**src/rtl/bus_interconnect.sv**
```systemverilog
// bus_interconnect: single-master to NUM_SLAVES address-decoded bus with write protection,
// slave timeout and error reporting.
module bus_interconnect #(
    parameter int                      NUM_SLAVES     = 4,
    parameter logic [NUM_SLAVES*32-1:0] SLAVE_BASE    = {32'h20000000, 32'h10000000, 32'h00010000, 32'h00000000},
    parameter logic [NUM_SLAVES*32-1:0] SLAVE_MASK    = {32'hFFFFFF00, 32'hFFFF0000, 32'hFFFF0000, 32'hFFFFF000},
    parameter logic [NUM_SLAVES-1:0]    SLAVE_RO      = 4'b0001,
    parameter int                      TIMEOUT_CYCLES = 255,
    parameter logic [31:0]             ERR_RDATA      = 32'hDEADBEEF
) (
    input  logic                       clk,
    input  logic                       rst,
    input  logic                       m_valid,
    input  logic                       m_instr,
    input  logic [31:0]                m_addr,
    input  logic [31:0]                m_wdata,
    input  logic [3:0]                 m_wstrb,
    output logic                       m_ready,
    output logic [31:0]                m_rdata,
    output logic [NUM_SLAVES-1:0]      s_valid,
    output logic [31:0]                s_addr,
    output logic [31:0]                s_wdata,
    output logic [3:0]                 s_wstrb,
    input  logic [NUM_SLAVES*32-1:0]   s_rdata,
    input  logic [NUM_SLAVES-1:0]      s_ready,
    output logic                       bus_err,
    output logic [31:0]                err_addr,
    output logic [7:0]                 err_count
);
    localparam int IW = NUM_SLAVES > 1 ? $clog2(NUM_SLAVES) : 1;
    typedef enum logic [1:0] {IDLE, ACCESS, RESP, ERR} state_t;
    state_t state;
    logic [IW-1:0] idx, sel;
    logic [NUM_SLAVES-1:0] onehot;
    logic [15:0] wait_cnt;
    logic hit, bad_req;
    // Scan downward so the lowest matching index is the one left standing.
    always_comb begin
        hit = 1'b0;
        idx = '0;
        for (int i = NUM_SLAVES - 1; i >= 0; i--) begin
            if ((m_addr & SLAVE_MASK[i*32 +: 32]) == (SLAVE_BASE[i*32 +: 32] & SLAVE_MASK[i*32 +: 32])) begin
                hit = 1'b1;
                idx = i[IW-1:0];
            end
        end
        onehot = '0;
        onehot[idx] = 1'b1;
    end
    // Instruction fetches are always allowed, even into protected regions.
    assign bad_req = ~hit | ((|m_wstrb) & ~m_instr & SLAVE_RO[idx]);
    always_ff @(posedge clk or posedge rst) begin
        if (rst) begin
            state     <= IDLE;
            sel       <= '0;
            wait_cnt  <= '0;
            s_valid   <= '0;
            s_addr    <= '0;
            s_wdata   <= '0;
            s_wstrb   <= '0;
            m_ready   <= 1'b0;
            m_rdata   <= '0;
            bus_err   <= 1'b0;
            err_addr  <= '0;
            err_count <= '0;
        end else begin
            m_ready <= 1'b0;
            bus_err <= 1'b0;
            case (state)
                IDLE: if (m_valid) begin
                    s_addr   <= m_addr;
                    s_wdata  <= m_wdata;
                    s_wstrb  <= m_wstrb;
                    sel      <= idx;
                    wait_cnt <= '0;
                    if (bad_req) begin
                        state     <= ERR;
                        m_ready   <= 1'b1;
                        bus_err   <= 1'b1;
                        m_rdata   <= ERR_RDATA;
                        err_addr  <= m_addr;
                        err_count <= err_count + 8'(err_count != 8'hFF);
                    end else begin
                        state   <= ACCESS;
                        s_valid <= onehot;
                    end
                end
                ACCESS: if (s_ready[sel]) begin
                    state   <= RESP;
                    s_valid <= '0;
                    m_ready <= 1'b1;
                    m_rdata <= s_rdata[sel*32 +: 32];
                end else if (wait_cnt + 16'd1 == 16'(TIMEOUT_CYCLES)) begin
                    state     <= ERR;
                    s_valid   <= '0;
                    m_ready   <= 1'b1;
                    bus_err   <= 1'b1;
                    m_rdata   <= ERR_RDATA;
                    err_addr  <= s_addr;
                    err_count <= err_count + 8'(err_count != 8'hFF);
                end else begin
                    wait_cnt <= wait_cnt + 16'd1;
                end
                default: state <= IDLE;
            endcase
        end
    end
endmodule

```
**config.mk**
```make
export PLATFORM = sky130hd
export DESIGN_NAME = bus_interconnect
export DESIGN_NICKNAME = d
export VERILOG_FILES = /design/src/rtl/bus_interconnect.sv
export SDC_FILE = /design/constraint.sdc
export NUM_CORES = 1
export LEC_CHECK = 0
export ABC_AREA = 1
export ABC_CLOCK_PERIOD_IN_PS = 9700
export CORE_MARGIN = 2
export CORE_UTILIZATION = 25
export DETAILED_ROUTE_END_ITERATION = 8
export GPL_ROUTABILITY_DRIVEN = 0
export GPL_TIMING_DRIVEN = 1
export PLACE_DENSITY_LB_ADDON = 0.12
export SYNTH_ARGS = -nofsm -noshare
export SYNTH_HDL_FRONTEND = slang
export SYNTH_SLANG_ARGS = --single-unit
```
**constraint.sdc**
```tcl
create_clock -name clk -period 9.7 [get_ports clk]
set_input_delay 1.455 -clock clk [delete_from_list [all_inputs] [get_ports clk]]
set_output_delay 1.455 -clock clk [all_outputs]
set_load 0.1 [all_outputs]
```
# Word level (Yosys, flattened, before mapping)
# Cells that the tools add are included.
[word_totals]
regBits = 166
inputBits = 204
output_inout_bits = 146
wordCells = 97
[op_classes]
n_addsub = 2
n_lt_le_gt_ge = 3
eq_ne = 13
shifts = 1
muxes = 50
bitwise = 5
n_reduce_logical = 11
[ops]
columns = ["op", "count"]
rows = [
  ["32-bit 2-to-1 mux", 8],
  ["32-bit case mux with 2 select lines", 2],
  ["128-bit by 8-bit variable part select with 32-bit output", 1],
  ["16-bit 2-to-1 mux", 3],
  ["32-bit zero test", 1],
  ["8-bit 2-to-1 mux", 4],
  ["16-bit case mux with 2 select lines", 1],
  ["24-bit by 22-bit equality test with 1-bit output, second input constant", 1],
  ["16-bit by 1-bit adder with 16-bit output, second input constant", 1],
  ["16-bit by 1-bit equality test with 1-bit output, second input constant", 1],
  ["16-bit by 13-bit equality test with 1-bit output, second input constant", 1],
  ["16-bit by 8-bit equality test with 1-bit output, second input constant", 1],
  ["2-bit 2-to-1 mux", 8],
  ["4-bit 2-to-1 mux", 4],
  ["8-bit case mux with 2 select lines", 1],
  ["1-bit 2-to-1 mux", 12],
  ["2-bit != test, second input constant", 6],
  ["4-bit AND reduction", 3],
  ["8-bit by 1-bit adder with 8-bit output", 1],
  ["8-bit != test, second input constant", 1],
  ["4-bit case mux with 2 select lines", 1],
  ["2-bit by 3-bit < comparator with 1-bit output, second input constant", 2],
  ["5-bit AND reduction", 1],
  ["1-bit binary-select mux with 2-bit select", 2],
  ["other kinds (14)", 18],
]

# Depth between registers and ports, before layout
# Gate-level depths: netlist of the first run.
[depth]
ltp_word = 12
mapped_depth = 15
mapped_depth_nobuf = 14

# Worst setup path after synthesis of the first run
# No wires, ideal clock.
[synth_path]
path_kind = "input -> register"
start = "input port m_addr[20]"
end = "register m_rdata[10]"
setup_time_ns = 0.068
arrival_time_ns = 2.782
t_required_ns = 9.632
path_slack_ns = 6.850
stages = 12
n_path_buf = 1
cell_sequence = "nor2_1 nand2_1 nor2_2 nand3_1 nand2_1 inv_1 nand4_2 nand2_1 inv_2 buf_2 nand3_1 nand2_1"
[synth_between]
elab_chain_cells = 11
word_cells_on_any_way = 19
cone_classes = "eq/ne: 4; mux: 10; bitwise: 3; reduce/logical: 2"
[synth_lines]
columns = ["element", "line_no", "rtl"]
rows = [
  ["from (decl)", "15", "input logic [31:0] m_addr,"],
  ["24-bit by 22-bit equality test with 1-bit output", "42", "if ((m_addr & SLAVE_MASK[i*32 +: 32]) == (SLAVE_BASE[i*32 +: 32] & SLAVE_MASK[i*32 +: 32])) begin"],
  ["2-bit 2-to-1 mux (4 in a row)", "42", ""],
  ["1-bit binary-select mux with 2-bit select", "51", "assign bad_req = ~hit | ((|m_wstrb) & ~m_instr & SLAVE_RO[idx]);"],
  ["1-bit 2-to-1 mux (implied by the code)", "51", ""],
  ["1-bit AND", "51", ""],
  ["1-bit OR (*)", "51", ""],
  ["2-bit != test (no source line) (*)", "-", ""],
  ["4-bit AND reduction (no source line) (*)", "-", ""],
  ["to (signal assigned)", "92", "m_rdata <= s_rdata[sel*32 +: 32];"],
  ["to (decl)", "19", "output logic [31:0] m_rdata,"],
]
# Every way passes the cells marked *; elsewhere a longest branch is shown, timed or not. The select of a mux whose other input is x is not followed.
# A chain may end at the register's enable or synchronous reset.

# Worst setup path in the final report of the first run
[layout_path]
start = "input port m_addr[16]"
end = "register err_count[6]"
[layout_between]
elab_chain_cells = 11
word_cells_on_any_way = 19
cone_classes = "eq/ne: 4; mux: 10; bitwise: 3; reduce/logical: 2"
[layout_lines]
columns = ["element", "line_no", "rtl"]
rows = [
  ["24-bit by 22-bit equality test with 1-bit output", "42", ""],
  ["2-bit 2-to-1 mux (4 in a row)", "42", ""],
  ["1-bit binary-select mux with 2-bit select", "51", ""],
  ["1-bit 2-to-1 mux (implied by the code)", "51", ""],
  ["1-bit AND", "51", ""],
  ["1-bit OR (*)", "51", ""],
  ["2-bit != test (no source line) (*)", "-", ""],
  ["5-bit AND reduction (no source line) (*)", "-", ""],
  ["to (signal assigned)", "82", "err_count <= err_count + 8'(err_count != 8'hFF);"],
  ["to (signal assigned)", "100", "err_count <= err_count + 8'(err_count != 8'hFF);"],
  ["to (decl)", "28", "output logic [7:0] err_count"],
]
# Marked as above.

==> flow_metrics.env, run 1 <==
export IMPL_critPathKind="primary input to flip-flop"
export IMPL_grt_pass1_vias=8589
export IMPL_postCtsHoldBufs=0
export IMPL_drive_gt1_frac=0.07410
export IMPL_reg2reg_slack_ps=6500
export IMPL_slowest_delay_ps=500
export IMPL_syn_area_sq_um=8846
export IMPL_synthFlopType="dfrtp_1"
export IMPL_cp_end_kind="flip-flop"
export IMPL_cp_slowest_cell="clkdlybuf4s50_1"
export IMPL_syn_inst=1123
export IMPL_cts_sinks=166
export IMPL_synth_top_area_share=0.4696
export IMPL_routedWlPerCell_um=17.01
export IMPL_vias=8748
export IMPL_crit_arrival_ps=3920
export IMPL_setup_viol=0
export IMPL_drtAntennaViolNets=0
export IMPL_cp_required_ps=9990
export IMPL_period_needed_ps=3626
export IMPL_synth_net_count=1331
export IMPL_hold_viol=0
export IMPL_grt_util_all_layers=0.1741
export IMPL_clkTransAtPathRegs_ps=60
export IMPL_die_area_sq_um=36900
export IMPL_drt_iter0_drc=418
export IMPL_cap_violations=0
export IMPL_cts_tree="done"
export IMPL_grt_ovfl_total=0
export IMPL_floorplan_io_pins=350
export IMPL_cts_buffers=17
export IMPL_grt_first_pass_wirelength_mm=49.49
export IMPL_finalNetCount=1639
export IMPL_r2r_start="sel[1]"
export IMPL_yosys_register_bits=166
export IMPL_outcome="finished clean"
export IMPL_antenna_cells=0
export IMPL_relSlewSlack=0.2808
export IMPL_start_util=0.2548
export IMPL_synth_area_top_cells="dfrtp_1 47%, nand2_1 12%, o21ai_0 7.5%"
export IMPL_synth_edf_count=0
export IMPL_cts_max_path_buffers=2
export IMPL_critPathCapture="err_count[6]"
export IMPL_post_cts_buffers=0
export IMPL_viasPerCell=4.607
export IMPL_antenna_found_initial=1
export IMPL_critPathMostFrequentCell="nand2_1"
export IMPL_place_hpwl_mm=23.01
export IMPL_fin_setup_tns_ps=0
export IMPL_critPathLaunch="m_addr[16]"
export IMPL_rsz0062_at_grt="no"
export IMPL_critPathMaxFanout=46
export IMPL_fp_dieH_um=192.1
export IMPL_ys_seq_area_frac=0.4696
export IMPL_row_count=68
export IMPL_cp_cell_sequence="clkdlybuf4s50_1, nand2_1, nor3_1, nand3_1, nand2_1, nand2_1, nand4_2, buf_4, nand2_4, nand2_1, o21ai_0"
export IMPL_drv_slew=0
export IMPL_reg2reg_depth=10
export IMPL_area_delta_synth_final_pct=50.07
export IMPL_drc=0
export IMPL_ys_async_sr_fraction=1.000
export IMPL_root_buffer="clkbuf_16"
export IMPL_fin_crit_sh=0.3738
export IMPL_path_depth=11
export IMPL_synthTopCellsByCount="290 x nand2_1, 166 x dfrtp_1, 133 x o21ai_0"
export IMPL_synth_cell_types=31
export IMPL_ctsResizeCount=0
export IMPL_routed_wl_mm=32.30
export IMPL_crit_path_start_kind="primary input"
export IMPL_tightestPinTransition_ps=1075
export IMPL_clock_fmax_ghz=0.2758
export IMPL_timing_rr_end="err_count[6]"
export IMPL_core_area_sq_um=34710
export IMPL_clk_latency_ps=430
export IMPL_die_x_um=192.1
export IMPL_first_pass_iters=5
export IMPL_synth_largest_area_cell="dfrtp_1"
export IMPL_cts_htree_levels=4
export IMPL_syn_area_per_cell_sq_um=7.877
export IMPL_grt_max_degree=81
export IMPL_fin_worst_skew_ps=6.115
export IMPL_critPathTopFamily="simple AND/OR/NAND/NOR gates"
export IMPL_yosysWarnings=0
export IMPL_worst_path_buf_inv=2
export IMPL_hold_class="flip-flop to flip-flop"
export IMPL_yosysMostFrequentCell="nand2_1"
export IMPL_port_buffers=349
==> tightest hold or removal path: cells and delay by family, from the launching register on <==
family | cells | cell delay (ps)
AND/OR/NAND/NOR | 2 | 110
flip-flops | 1 | 340
==> layout by cell type (no fill, tap or decap), drive strengths merged <==
master / Yosys / routed
o221ai: 24 / 24
dfrtp: 166 / 166
nor2: 118 / 118
clkinv: 0 / 2
clkinvlp: 0 / 6
o21ai: 142 / 142
nand3b: 1 / 1
clkdlybuf4s50: 0 / 349
o22ai: 8 / 8
clkbuf: 46 / 18
mux2: 35 / 35
nor4: 1 / 1
nand3: 122 / 122
xor2: 6 / 6
inv: 79 / 82
nand4: 39 / 39
ha: 4 / 4
nand2: 297 / 297
nor3: 7 / 7
a21oi: 2 / 2
bufinv: 0 / 3
buf: 26 / 12
==> worst min-delay path by stage <==
| stage | startpoint | to | slack (ps) | depth (start not counted) |
|---|---|---|---|---|
| 3_3_place_gp | s_valid[2] | s_valid[2] | 450 | 2 |
| 4_1_cts | s_valid[2] | s_valid[2] | 480 | 2 |
| 6_report | s_valid[2] | s_valid[2] | 470 | 2 |
| 3_5_place_dp | s_valid[2] | s_valid[2] | 470 | 2 |
| 2_1_floorplan | wait_cnt[15] | wait_cnt[15] | 490 | 2 |
| 5_1_grt | s_wstrb[0] | s_wstrb[0] | 500 | 2 |
==> final cells by class <==
| cell class | count | area (sq um) |
|---|---|---|
| Sequential cell | 166 | 4155 |
| Inverter | 79 | 301.5 |
| Tap cell | 455 | 569.3 |
| Clock inverter | 14 | 175.2 |
| Clock buffer | 18 | 439.2 |
| Fill cell | 3607 | 21440 |
| Timing Repair Buffer | 361 | 3583 |
| Multi-Input combinational cell | 806 | 4051 |
==> flip-flops by register name, indices dropped and copies added, names as in the netlist <==
register and cells:
bus_err 1, err_addr 32, err_count 8, m_rdata 32, m_ready 1, s_addr 32, s_valid 4, s_wdata 32
s_wstrb 4, sel 2, state 2, wait_cnt 16
==> per-stage QoR <==
stage / cell area [sq um] / instances / hold slack (ps) / setup WS (ps) / util
floorplan: 8846 / 1123 / 493.5 / 3755 / -
global placement: 12660 / 1867 / 454.8 / 5602 / 0.3647
detailed placement: 12660 / 1867 / 467.9 / 5561 / 0.3647
CTS: 13280 / 1899 / 484.7 / 6030 / 0.3824
global route: 13280 / 1899 / 504.3 / 5765 / 0.3824
finish: 13280 / 1899 / 474.7 / 6074 / 0.3824
==> per-layer routing <==
layer,up-vias,GRT usage,wire [um]
met5,-,0,16
met4,2,0.04404,492
met3,26,0.06084,2154
met2,206,0.2773,15350
met1,4168,0.2249,14290
li1,4346,-,-
==> cells by family after synthesis <==
kind of cell / count (synthesis) / synth area share
XOR/XNOR: 6 / 0.005941
flip-flops: 166 / 0.4696
adder cells (fa/ha/maj): 4 / 0.005658
multiplexers: 35 / 0.04455
AND/OR/NAND/NOR: 585 / 0.2885
AO/OA/AOI/OAI: 176 / 0.1122
buffers and inverters: 151 / 0.07355
Power of run 1 is not shown: default switching activity piles up to over one toggle a cycle in this logic, so the estimate is an artifact.
==> inputs of run 2 (changes only) <==
--- a/config.mk
+++ b/config.mk
@@ -6,7 +6,7 @@
 export NUM_CORES = 1
 export LEC_CHECK = 0
 export ABC_AREA = 1
-export ABC_CLOCK_PERIOD_IN_PS = 9700
+export ABC_CLOCK_PERIOD_IN_PS = 3200
 export CORE_MARGIN = 2
 export CORE_UTILIZATION = 25
 export DETAILED_ROUTE_END_ITERATION = 8
==> constraint.sdc (replaced) <==
create_clock -name clk -period 3.2 [get_ports clk]
set_input_delay 0.48 -clock clk [delete_from_list [all_inputs] [get_ports clk]]
set_output_delay 0.48 -clock clk [all_outputs]
set_load 0.1 [all_outputs]
==> run 2 against run 1 <==
Compared with the run above: critical path depth grew 3; sequential share of layout area grew 0.48 points; final cell count grew 0.63%; count of clock-buffer cells in the layout grew 3; non-clock buffer count grew 12; flip-flop and latch count is the same; worst setup slack lost 5600 ps; critical path type is now flip-flop to flip-flop; critical endpoint is now s_valid[0]; largest cell class unchanged; highest routed layer is now met4.
==> flow_metrics.env, run 2 (same netlist as run 1, synthesis figures left out) <==
export IMPL_layout_common_cells="289 x nand2_1, 221 x clkdlybuf4s50_1, 165 x dfrtp_1"
export IMPL_hold_path_startpoint="s_valid[1]"
export IMPL_fin_setup_tns_ps=0
export IMPL_fin_crit_sh=0.8525
export IMPL_crit_arrival_ps=3050
export IMPL_routed_wl_mm=33.24
export IMPL_hold_viol=0
export IMPL_drive_gt1_frac=0.1670
export IMPL_relSlewSlack=0.3442
export IMPL_finalNetCount=1651
export IMPL_crit_path_start_kind="flip-flop"
export IMPL_ctsResizeCount=0
export IMPL_cp_required_ps=3520
export IMPL_vias=8812
export IMPL_floorplan_io_pins=350
export IMPL_viasPerCell=4.611
export IMPL_drc=0
export IMPL_row_count=68
export IMPL_timing_rr_end="s_valid[0]"
export IMPL_r2r_start="wait_cnt[1]"
export IMPL_grt_util_all_layers=0.1794
export IMPL_cts_max_path_buffers=2
export IMPL_antenna_found_initial=1
export IMPL_die_x_um=192.1
export IMPL_clkTransAtPathRegs_ps=70
export IMPL_port_buffers=349
export IMPL_critPathMostFrequentCell="nand2_1"
export IMPL_cap_violations=0
export IMPL_hold_class="flip-flop to flip-flop"
export IMPL_grt_first_pass_wirelength_mm=50.67
export IMPL_drtAntennaViolNets=0
export IMPL_setup_viol=0
export IMPL_first_pass_iters=4
export IMPL_cp_cell_sequence="ha_1, nand3_2, nor2_4, nand2_1, nand2_1, nand2_1, nor2_1, nand2_1, nor2_4, nand2_1, nand2_4, nand3_1, nand2_1, nand2_1"
export IMPL_cp_slowest_cell="dfrtp_1"
export IMPL_clk_latency_ps=440
export IMPL_grt_ovfl_total=0
export IMPL_cp_end_kind="flip-flop"
export IMPL_critPathKind="flip-flop to flip-flop"
export IMPL_final_common_cell="nand2_1"
export IMPL_clock_fmax_ghz=0.3666
export IMPL_fin_worst_skew_ps=8.619
export IMPL_place_hpwl_mm=24.01
export IMPL_period_needed_ps=2728
export IMPL_grt_max_degree=70
export IMPL_cts_buffers=17
export IMPL_post_cts_buffers=0
export IMPL_cts_tree="done"
export IMPL_critPathMaxFanout=36
export IMPL_fp_dieH_um=192.1
export IMPL_rsz0062_at_grt="no"
export IMPL_cts_sinks=166
export IMPL_drv_slew=0
export IMPL_core_area_sq_um=34710
export IMPL_routedWlPerCell_um=17.39
export IMPL_slowest_delay_ps=420
export IMPL_min_to="s_valid[1]"
export IMPL_cts_htree_levels=4
export IMPL_die_area_sq_um=36900
export IMPL_drt_iter0_drc=478
export IMPL_tightestPinTransition_ps=980.6
export IMPL_outcome="finished clean"
export IMPL_area_delta_synth_final_pct=47.82
export IMPL_postCtsHoldBufs=0
export IMPL_holdPathStages=2
export IMPL_reg2reg_slack_ps=470
export IMPL_root_buffer="clkbuf_16"
export IMPL_grt_pass1_vias=8757
export IMPL_reg2reg_depth=14
export IMPL_start_util=0.2548
-- run 2: stage by stage --
step	hold slack (ps)	instance area, sq um	setup WS [ps]	instances	utilization
after floorplan	493.5	8850	607.2	1123	-
after global placement	457.2	12520	405.2	1879	0.3606
after detailed placement	462.5	12520	360.9	1879	0.3606
after CTS	478.9	13070	463.6	1910	0.3766
after global routing	492.6	13080	145.1	1911	0.3767
final	476.0	13080	472.1	1911	0.3767
-- run 2: critical path, delay by kind of cell, from the launching register on --
family / cells / cell delay (ps)
adders and majority gates: 1 / 240
DFF: 1 / 420
and+or+nand+nor: 13 / 1940
-- run 2: final cells by class --
cell class | count | area, sq um
Timing Repair Buffer | 373 | 3441
Fill cell | 3671 | 21640
Sequential cell | 166 | 4155
Tap cell | 455 | 569.3
Multi-Input combinational cell | 806 | 4051
Inverter | 79 | 300.3
Clock buffer | 21 | 450.4
Antenna cell | 1 | 2.502
Clock inverter | 10 | 106.4
-- run 2: layer usage --
metal  global-route usage  vias up  wire, um
met2               0.2812      240     15590
met1               0.2388     4161     14850
met4              0.06459        0       892
met5                    0        -         0
met3              0.04531       40      1915
li1                     -     4371         -
-- run 2: worst max-delay path by stage --
| stage | startpoint | to | slack, ps |
|---|---|---|---|
| 2_1_floorplan | rst | bus_err | 610 |
| 3_3_place_gp | m_addr[14] | err_count[6] | 410 |
| 3_5_place_dp | m_addr[14] | err_count[6] | 360 |
| 4_1_cts | wait_cnt[1] | s_valid[0] | 460 |
| 5_1_grt | wait_cnt[1] | s_valid[1] | 150 |
| 6_report | wait_cnt[1] | s_valid[0] | 470 |
Power of run 2 is left out for the same reason.
